File: src/rtl/caxi4interconnect_revision_slave_if.sv
// AXI4-Lite control-port bundle for the revision read-back slave.
// The slave modport is the register end; the master modport is the host end.
interface caxi4interconnect_revision_slave_if #(
    parameter int ADDR_WIDTH = 12
);
    logic [ADDR_WIDTH-1:0] S_ARADDR;
    logic                  S_ARVALID;
    logic                  S_ARREADY;
    logic [31:0]           S_RDATA;
    logic [1:0]            S_RRESP;
    logic                  S_RVALID;
    logic                  S_RREADY;
    logic [ADDR_WIDTH-1:0] S_AWADDR;
    logic                  S_AWVALID;
    logic                  S_AWREADY;
    logic [31:0]           S_WDATA;
    logic [3:0]            S_WSTRB;
    logic                  S_WVALID;
    logic                  S_WREADY;
    logic [1:0]            S_BRESP;
    logic                  S_BVALID;
    logic                  S_BREADY;

    modport slave (
        input  S_ARADDR, S_ARVALID, S_RREADY,
        input  S_AWADDR, S_AWVALID, S_WDATA, S_WSTRB, S_WVALID, S_BREADY,
        output S_ARREADY, S_RDATA, S_RRESP, S_RVALID,
        output S_AWREADY, S_WREADY, S_BRESP, S_BVALID
    );

    modport master (
        output S_ARADDR, S_ARVALID, S_RREADY,
        output S_AWADDR, S_AWVALID, S_WDATA, S_WSTRB, S_WVALID, S_BREADY,
        input  S_ARREADY, S_RDATA, S_RRESP, S_RVALID,
        input  S_AWREADY, S_WREADY, S_BRESP, S_BVALID
    );
endinterface

File: src/rtl/caxi4interconnect_revision_slave.sv
// AXI4-Lite slave returning the core revision word, its byte fields and a
// saturating count of successful reads that the host clears with a write.
module caxi4interconnect_revision_slave #(
    parameter int ADDR_WIDTH = 12,
    parameter int CNT_WIDTH  = 16
) (
    input  logic        ACLK,
    input  logic        ARESET,
    input  logic [31:0] devRevision,
    caxi4interconnect_revision_slave_if.slave s_axi
);

    localparam logic [1:0] RESP_OKAY   = 2'b00;
    localparam logic [1:0] RESP_SLVERR = 2'b10;
    localparam logic [1:0] RESP_DECERR = 2'b11;

    typedef enum logic {R_IDLE, R_RESP} rState_t;
    typedef enum logic {W_IDLE, W_RESP} wState_t;

    rState_t               r_rState;
    rState_t               w_rStateNext;
    logic                  r_arReady;
    logic                  w_arReadyNext;
    logic [31:0]           r_rData;
    logic [31:0]           w_rDataNext;
    logic [1:0]            r_rResp;
    logic [1:0]            w_rRespNext;

    wState_t               r_wState;
    wState_t               w_wStateNext;
    logic                  r_awReady;
    logic                  w_awReadyNext;
    logic                  r_wReady;
    logic                  w_wReadyNext;
    logic                  r_awGot;
    logic                  w_awGotNext;
    logic                  r_wGot;
    logic                  w_wGotNext;
    logic [ADDR_WIDTH-1:0] r_awAddr;
    logic [ADDR_WIDTH-1:0] w_awAddrNext;
    logic [3:0]            r_wStrb;
    logic [3:0]            w_wStrbNext;
    logic [1:0]            r_bResp;
    logic [1:0]            w_bRespNext;

    logic [CNT_WIDTH-1:0]  r_count;
    logic [31:0]           w_decData;
    logic [1:0]            w_decResp;
    logic                  w_rOkHandshake;
    logic                  w_awHandshake;
    logic                  w_wHandshake;
    logic [ADDR_WIDTH-1:0] w_awAddrEff;
    logic [3:0]            w_wStrbEff;
    logic                  w_writeOk;
    logic                  w_countClear;
    logic                  w_unusedWdata;

    assign w_unusedWdata = ^s_axi.S_WDATA;

    // Unaligned offsets take priority over the unmapped check.
    always_comb begin
        w_decData = 32'h0;
        w_decResp = RESP_OKAY;
        if (s_axi.S_ARADDR[1:0] != 2'b00) begin
            w_decResp = RESP_SLVERR;
        end else if (|s_axi.S_ARADDR[ADDR_WIDTH-1:5]) begin
            w_decResp = RESP_DECERR;
        end else begin
            case (s_axi.S_ARADDR[4:2])
                3'd0:    w_decData = devRevision;
                3'd1:    w_decData = {24'h0, devRevision[31:24]};
                3'd2:    w_decData = {24'h0, devRevision[23:16]};
                3'd3:    w_decData = {24'h0, devRevision[15:8]};
                3'd4:    w_decData = {24'h0, devRevision[7:0]};
                3'd5:    w_decData = 32'(r_count);
                default: w_decResp = RESP_DECERR;
            endcase
        end
    end

    always_comb begin
        w_rStateNext  = r_rState;
        w_arReadyNext = r_arReady;
        w_rDataNext   = r_rData;
        w_rRespNext   = r_rResp;
        case (r_rState)
            R_IDLE: begin
                w_arReadyNext = 1'b1;
                if (s_axi.S_ARVALID && r_arReady) begin
                    w_rStateNext  = R_RESP;
                    w_arReadyNext = 1'b0;
                    w_rDataNext   = w_decData;
                    w_rRespNext   = w_decResp;
                end
            end
            R_RESP: begin
                w_arReadyNext = 1'b0;
                if (s_axi.S_RREADY) begin
                    w_rStateNext  = R_IDLE;
                    w_arReadyNext = 1'b1;
                end
            end
            default: begin
                w_rStateNext  = R_IDLE;
                w_arReadyNext = 1'b0;
            end
        endcase
    end

    always_ff @(posedge ACLK or posedge ARESET) begin
        if (ARESET) begin
            r_rState  <= R_IDLE;
            r_arReady <= 1'b0;
            r_rData   <= 32'h0;
            r_rResp   <= RESP_OKAY;
        end else begin
            r_rState  <= w_rStateNext;
            r_arReady <= w_arReadyNext;
            r_rData   <= w_rDataNext;
            r_rResp   <= w_rRespNext;
        end
    end

    assign w_rOkHandshake = (r_rState == R_RESP) && s_axi.S_RREADY && (r_rResp == RESP_OKAY);

    assign w_awHandshake = s_axi.S_AWVALID && r_awReady;
    assign w_wHandshake  = s_axi.S_WVALID && r_wReady;
    assign w_awAddrEff   = w_awHandshake ? s_axi.S_AWADDR : r_awAddr;
    assign w_wStrbEff    = w_wHandshake ? s_axi.S_WSTRB : r_wStrb;
    assign w_writeOk     = (w_awAddrEff == ADDR_WIDTH'(8'h14)) && (w_wStrbEff != 4'h0);

    // AW and W are latched independently; the response starts once both are in.
    always_comb begin
        w_wStateNext  = r_wState;
        w_awReadyNext = r_awReady;
        w_wReadyNext  = r_wReady;
        w_awGotNext   = r_awGot;
        w_wGotNext    = r_wGot;
        w_awAddrNext  = r_awAddr;
        w_wStrbNext   = r_wStrb;
        w_bRespNext   = r_bResp;
        w_countClear  = 1'b0;
        case (r_wState)
            W_IDLE: begin
                w_awGotNext   = r_awGot | w_awHandshake;
                w_wGotNext    = r_wGot | w_wHandshake;
                w_awAddrNext  = w_awAddrEff;
                w_wStrbNext   = w_wStrbEff;
                w_awReadyNext = !w_awGotNext;
                w_wReadyNext  = !w_wGotNext;
                if (w_awGotNext && w_wGotNext) begin
                    w_wStateNext = W_RESP;
                    w_awGotNext  = 1'b0;
                    w_wGotNext   = 1'b0;
                    w_bRespNext  = w_writeOk ? RESP_OKAY : RESP_SLVERR;
                    w_countClear = w_writeOk;
                end
            end
            W_RESP: begin
                w_awReadyNext = 1'b0;
                w_wReadyNext  = 1'b0;
                if (s_axi.S_BREADY) begin
                    w_wStateNext  = W_IDLE;
                    w_awReadyNext = 1'b1;
                    w_wReadyNext  = 1'b1;
                end
            end
            default: begin
                w_wStateNext  = W_IDLE;
                w_awReadyNext = 1'b0;
                w_wReadyNext  = 1'b0;
            end
        endcase
    end

    always_ff @(posedge ACLK or posedge ARESET) begin
        if (ARESET) begin
            r_wState  <= W_IDLE;
            r_awReady <= 1'b0;
            r_wReady  <= 1'b0;
            r_awGot   <= 1'b0;
            r_wGot    <= 1'b0;
            r_awAddr  <= '0;
            r_wStrb   <= 4'h0;
            r_bResp   <= RESP_OKAY;
        end else begin
            r_wState  <= w_wStateNext;
            r_awReady <= w_awReadyNext;
            r_wReady  <= w_wReadyNext;
            r_awGot   <= w_awGotNext;
            r_wGot    <= w_wGotNext;
            r_awAddr  <= w_awAddrNext;
            r_wStrb   <= w_wStrbNext;
            r_bResp   <= w_bRespNext;
        end
    end

    // A clear landing on the same edge as a read increment wins.
    always_ff @(posedge ACLK or posedge ARESET) begin
        if (ARESET) begin
            r_count <= '0;
        end else if (w_countClear) begin
            r_count <= '0;
        end else if (w_rOkHandshake && (r_count != {CNT_WIDTH{1'b1}})) begin
            r_count <= r_count + 1'b1;
        end
    end

    assign s_axi.S_ARREADY = r_arReady;
    assign s_axi.S_RVALID  = (r_rState == R_RESP);
    assign s_axi.S_RDATA   = r_rData;
    assign s_axi.S_RRESP   = r_rResp;
    assign s_axi.S_AWREADY = r_awReady;
    assign s_axi.S_WREADY  = r_wReady;
    assign s_axi.S_BVALID  = (r_wState == W_RESP);
    assign s_axi.S_BRESP   = r_bResp;

endmodule

File: src/flat_wrapper.sv
// flat-port wrapper written by rule: the top's interface ports become plain ports
module caxi4interconnect_revision_slave_flat 
#(
    parameter int ADDR_WIDTH = 12,
    parameter int CNT_WIDTH  = 16
)
  (ACLK, ARESET, devRevision, s_axi_S_ARADDR, s_axi_S_ARVALID, s_axi_S_RREADY, s_axi_S_AWADDR, s_axi_S_AWVALID, s_axi_S_WDATA, s_axi_S_WSTRB, s_axi_S_WVALID, s_axi_S_BREADY, s_axi_S_ARREADY, s_axi_S_RDATA, s_axi_S_RRESP, s_axi_S_RVALID, s_axi_S_AWREADY, s_axi_S_WREADY, s_axi_S_BRESP, s_axi_S_BVALID);
  caxi4interconnect_revision_slave_if #(.ADDR_WIDTH(ADDR_WIDTH)) s_axi_i ();
  input  logic ACLK;
  input  logic ARESET;
  input  logic [31:0] devRevision;
  input wire logic [$bits(s_axi_i.S_ARADDR)-1:0] s_axi_S_ARADDR;
  input wire logic [$bits(s_axi_i.S_ARVALID)-1:0] s_axi_S_ARVALID;
  input wire logic [$bits(s_axi_i.S_RREADY)-1:0] s_axi_S_RREADY;
  input wire logic [$bits(s_axi_i.S_AWADDR)-1:0] s_axi_S_AWADDR;
  input wire logic [$bits(s_axi_i.S_AWVALID)-1:0] s_axi_S_AWVALID;
  input wire logic [$bits(s_axi_i.S_WDATA)-1:0] s_axi_S_WDATA;
  input wire logic [$bits(s_axi_i.S_WSTRB)-1:0] s_axi_S_WSTRB;
  input wire logic [$bits(s_axi_i.S_WVALID)-1:0] s_axi_S_WVALID;
  input wire logic [$bits(s_axi_i.S_BREADY)-1:0] s_axi_S_BREADY;
  output wire logic [$bits(s_axi_i.S_ARREADY)-1:0] s_axi_S_ARREADY;
  output wire logic [$bits(s_axi_i.S_RDATA)-1:0] s_axi_S_RDATA;
  output wire logic [$bits(s_axi_i.S_RRESP)-1:0] s_axi_S_RRESP;
  output wire logic [$bits(s_axi_i.S_RVALID)-1:0] s_axi_S_RVALID;
  output wire logic [$bits(s_axi_i.S_AWREADY)-1:0] s_axi_S_AWREADY;
  output wire logic [$bits(s_axi_i.S_WREADY)-1:0] s_axi_S_WREADY;
  output wire logic [$bits(s_axi_i.S_BRESP)-1:0] s_axi_S_BRESP;
  output wire logic [$bits(s_axi_i.S_BVALID)-1:0] s_axi_S_BVALID;
  assign s_axi_i.S_ARADDR = s_axi_S_ARADDR;
  assign s_axi_i.S_ARVALID = s_axi_S_ARVALID;
  assign s_axi_i.S_RREADY = s_axi_S_RREADY;
  assign s_axi_i.S_AWADDR = s_axi_S_AWADDR;
  assign s_axi_i.S_AWVALID = s_axi_S_AWVALID;
  assign s_axi_i.S_WDATA = s_axi_S_WDATA;
  assign s_axi_i.S_WSTRB = s_axi_S_WSTRB;
  assign s_axi_i.S_WVALID = s_axi_S_WVALID;
  assign s_axi_i.S_BREADY = s_axi_S_BREADY;
  assign s_axi_S_ARREADY = s_axi_i.S_ARREADY;
  assign s_axi_S_RDATA = s_axi_i.S_RDATA;
  assign s_axi_S_RRESP = s_axi_i.S_RRESP;
  assign s_axi_S_RVALID = s_axi_i.S_RVALID;
  assign s_axi_S_AWREADY = s_axi_i.S_AWREADY;
  assign s_axi_S_WREADY = s_axi_i.S_WREADY;
  assign s_axi_S_BRESP = s_axi_i.S_BRESP;
  assign s_axi_S_BVALID = s_axi_i.S_BVALID;
  caxi4interconnect_revision_slave #(.ADDR_WIDTH(ADDR_WIDTH), .CNT_WIDTH(CNT_WIDTH)) u_core (.ACLK(ACLK), .ARESET(ARESET), .devRevision(devRevision), .s_axi(s_axi_i));
endmodule
File: config.mk
export PLATFORM = sky130hd
export DESIGN_NAME = caxi4interconnect_revision_slave_flat
export DESIGN_NICKNAME = d
export VERILOG_FILES = /design/src/rtl/caxi4interconnect_revision_slave_if.sv /design/src/rtl/caxi4interconnect_revision_slave.sv /design/src/flat_wrapper.sv
export SDC_FILE = /design/constraint.sdc
export NUM_CORES = 1
export LEC_CHECK = 0
export BUFFER_PORTS_ARGS = -buffer_cell sky130_fd_sc_hd__buf_2
export CAP_MARGIN = 0
export CORE_MARGIN = 4
export CORE_UTILIZATION = 35
export CTS_CLUSTER_SIZE = 25
export DETAILED_ROUTE_END_ITERATION = 6
export RECOVER_POWER = 100
export SLEW_MARGIN = 20
export SYNTH_ARGS = -nofsm -noshare
export SYNTH_HDL_FRONTEND = slang
export SYNTH_SLANG_ARGS = --single-unit
File: constraint.sdc
create_clock -name ACLK -period 5.88 [get_ports ACLK]
set_input_delay 0.588 -clock ACLK [delete_from_list [all_inputs] [get_ports ACLK]]
set_output_delay 0.588 -clock ACLK [all_outputs]
set_load 0.02 [all_outputs]
==> out/results.ini <==
[detailed_routing]
dr_total_vias = 2882
drc_errors = 0
routedWlPerCell_um = 16.1
drtAntennaViolNets = 0
wl_mm = 9.03
viasPerCell = 5.14
first_pass_iters = 4
first_iter_violations = 137

[logic_synthesis]
synthFlopType = dfrtp_1
synth_warnings = 0
syn_avg_cell_area_um2 = 11.0
seq_area_frac_synth_pct = 52.1
synthesis.nets = 422
synth_seq_cells = 74
synth_cell_type_count = 52
synth_async_sr_flop_share_pct = 100
synth_area_um2 = 3550
syn-instance-count = 322
synth_edf_count = 0

[timing]
slew_violations = 38
clock_skew_ns = 0.0154
fin_crit_sh_pct = 57.5
setup_violations = 0
tns_ns = 0
period_needed_ns = 3.38
slew-limit-headroom_pct = -8.73
max_slew.worst_pin.slew_ns = 1.63
max_freq_ghz = 0.296
rsz0062_at_grt = false
hold_violations = 0

[pwr]
peakVddDrop_v = 0.000162
p_leak_nw = 1.80
p_per_area_nw_per_um2 = 305

[cts]
cts-hold-fix-buffers = 0
cts_tree = done
cts_made_buffers = 9
path_clk_slew_ns = 0.08
cts_max_level = 3
cts_resized = 0
cts_sinks = 74
clockBufferDepth = 2
postCtsSetupRepairBufs = 0
clock_latency_ns = 0.37
root_buffer = clkbuf_8

[final_layout]
stdcell_count = 561
drive_gt1_share_pct = 27.1
fillers = 1002
multi_input_area_um2 = 1560
area_growth_syn_to_layout_pct = 19.9
diodes = 0
seq_area_um2 = 1850
nets = 523
fin_util_pct = 43.4
final_area_um2 = 4260

[global_routing]
grt_max_degree = 75
track_usage_pct = 15.6
grt_pass1_vias = 2794
antenna_found_initial = 0
grt_first_pass_wirelength_mm = 14.0
gr-total-overflow = 0

[critical_path]
reg2reg_from = u_core.s_axi.S_RVALID$_DFF_PP0_
cp-endpoint = u_core.s_axi.S_RDATA[26]$_DFFE_PP0P_
startpoint_type = flip-flop
critPathCaptureType = flip-flop
critical_path_arrival_ns = 3.68
critPathMaxFanout = 37
reg2regPathDepth = 6
reg2reg_to = u_core.s_axi.S_RDATA[26]$_DFFE_PP0P_
startpoint = u_core.s_axi.S_RVALID$_DFF_PP0_
required_ns = 6.18
r2r_slack_ns = 2.50
worstSetupPathType = flip-flop to flip-flop

[placement]
dpl.hpwl_mm = 6.70
dpl.cell_count = 545
gp_congestion = 0.752
dpl_cell_area_um2 = 4170
numPortBuffers = 106

[floorplan]
coreArea_um2 = 9820
die_h_um = 109
pin_count = 140
start_util_pct = 36.2
die_w_um = 109
die-area_um2 = 11800
rows = 36

[job]
cap_viol_max_count = 1

[status]
violations = capacitance limit, slew limit
status = complete, but fails checks

[hold_path]
hold_path.class = input port to flip-flop

-- cell usage in the layout, fill, tap and decap left out, drive strengths merged, types with 2 or more instances in the layout --
cell      netlist  routed
mux2           25      25
o22ai           5       5
a22oi          13      13
clkinv          0       2
a221oi          3       3
dfrtp          74      74
or3             2       2
a32o            5       5
buf            10      67
nand2          20      20
nor3           12      12
a31oi           2       2
a21boi          2       2
a22o           16      16
nand3           5       5
mux2i           4       4
xnor2           7       7
and2            2       2
a21oi          18      18
clkbuf          8      51
or2             3       3
clkinvlp        0       3
nor2           26      26
nor4b           4       4
o21ai          13      13
nor2b          12      12
nand4           3       3
inv             6       7
or4             2       2
nor4            6       6
a211oi          3       3
-- cell usage after synthesis, drive strengths merged, types with 2 or more instances --
| master | number | area, um^2 |
|---|---|---|
| a211oi | 3 | 22.5 |
| nand3 | 5 | 25.0 |
| clkbuf | 8 | 31.3 |
| nor2 | 26 | 97.6 |
| xnor2 | 7 | 61.3 |
| inv | 6 | 22.5 |
| a221oi | 3 | 26.3 |
| nor4 | 6 | 67.6 |
| mux2i | 4 | 40.0 |
| a22oi | 13 | 97.6 |
| a21boi | 2 | 18.8 |
| nor2b | 12 | 75.1 |
| or2 | 3 | 18.8 |
| a22o | 16 | 144 |
| o21ai | 13 | 65.1 |
| dfrtp | 74 | 1850 |
| buf | 10 | 61.3 |
| and2 | 2 | 12.5 |
| a21oi | 18 | 101 |
| nor3 | 12 | 71.3 |
| nor4b | 4 | 35.0 |
| o22ai | 5 | 31.3 |
| mux2 | 25 | 282 |
| a32o | 5 | 50.1 |
| nand2 | 20 | 77.6 |
| or4 | 2 | 18.8 |
| nand4 | 3 | 18.8 |
| or3 | 2 | 12.5 |
| a31oi | 2 | 12.5 |
-- worst min path at each step --
stage	start	end	slack, ns	cells past startpoint
global route	s_axi_S_ARADDR[0]	u_core.s_axi.S_RRESP[0]$_DFFE_PP0P_	0.41	2
CTS	devRevision[19]	u_core.s_axi.S_RDATA[19]$_DFFE_PP0P_	0.42	2
global placement	u_core.s_axi.S_RDATA[0]$_DFFE_PP0P_	u_core.s_axi.S_RDATA[0]$_DFFE_PP0P_	0.46	2
floorplan	u_core.r_awAddr[2]$_DFFE_PP0N_	u_core.r_awAddr[2]$_DFFE_PP0N_	0.47	1
detailed placement	u_core.s_axi.S_RDATA[11]$_DFFE_PP0P_	u_core.s_axi.S_RDATA[11]$_DFFE_PP0P_	0.47	2
finish	s_axi_S_ARADDR[0]	u_core.s_axi.S_RRESP[0]$_DFFE_PP0P_	0.42	2
-- flip-flops by register name, indices dropped and copies added, names as in the netlist --
register / count
u_core.r_awAddr: 12
u_core.r_awGot: 1
u_core.r_count: 16
u_core.r_wGot: 1
u_core.r_wStrb: 4
u_core.s_axi.S_ARREADY: 1
u_core.s_axi.S_AWREADY: 1
u_core.s_axi.S_BRESP: 1
u_core.s_axi.S_BVALID: 1
u_core.s_axi.S_RDATA: 32
u_core.s_axi.S_RRESP: 2
u_core.s_axi.S_RVALID: 1
u_core.s_axi.S_WREADY: 1
-- critical path, cell delays in order (launching register included) --
cell and delay [ns]:
dfrtp_1 0.41, nand3b_1 0.16, clkbuf_1 0.62, nor3_1 0.95, nand2_2 0.19, nor4_4 0.71, a22o_2 0.27
-- metrics by stage --
stage	hold WS (ns)	setup WS, ns	total power (W)
2_1_floorplan	0.471	3.41	0.000870
3_3_place_gp	0.461	3.34	0.000955
3_5_place_dp	0.468	3.33	0.000967
4_1_cts	0.425	3.58	0.00133
5_1_grt	0.413	2.13	0.00138
6_report	0.422	2.50	0.00130
-- where the power goes --
| part | internal, W | switching [W] | total [W] |
|---|---|---|---|
| combinational | 0.000130 | 0.000156 | 0.000286 |
| sequential | 0.000598 | 0.0000606 | 0.000658 |
| clock | 0.000153 | 0.000200 | 0.000353 |
| total | 0.000881 | 0.000416 | 0.00130 |
-- layer usage --
layer	wire, um	vias up	track usage, %
li1	-	1397	-
met1	4230	1398	21.0
met2	4120	77	23.3
met3	538	10	5.03
met4	146	0	6.04
met5	0	-	0
-- final cells by class --
class,instances,area share (%)
sequential,74,43.5
clock buffer,10,3.00
tap,133,3.91
clock inverter,6,0.969
inverter,6,0.529
multi-input combinational,224,36.6
timing repair buffer,108,11.5
-- logic make-up (layout without fill, tap and decap cells) --
group / Yosys count / after routing / synth area share [%]
other: 1 / 1 / 0.105
multiplexers: 29 / 29 / 9.05
flip-flops: 74 / 74 / 52.1
AO/OA/AOI/OAI: 85 / 85 / 17.5
XOR/XNOR: 7 / 7 / 1.72
AND/OR/NAND/NOR: 101 / 101 / 16.0
buffers and inverters: 24 / 130 / 3.24
adder cells (fa/ha/maj): 1 / 1 / 0.352
Note: power is estimated with default switching activity, not from simulation.
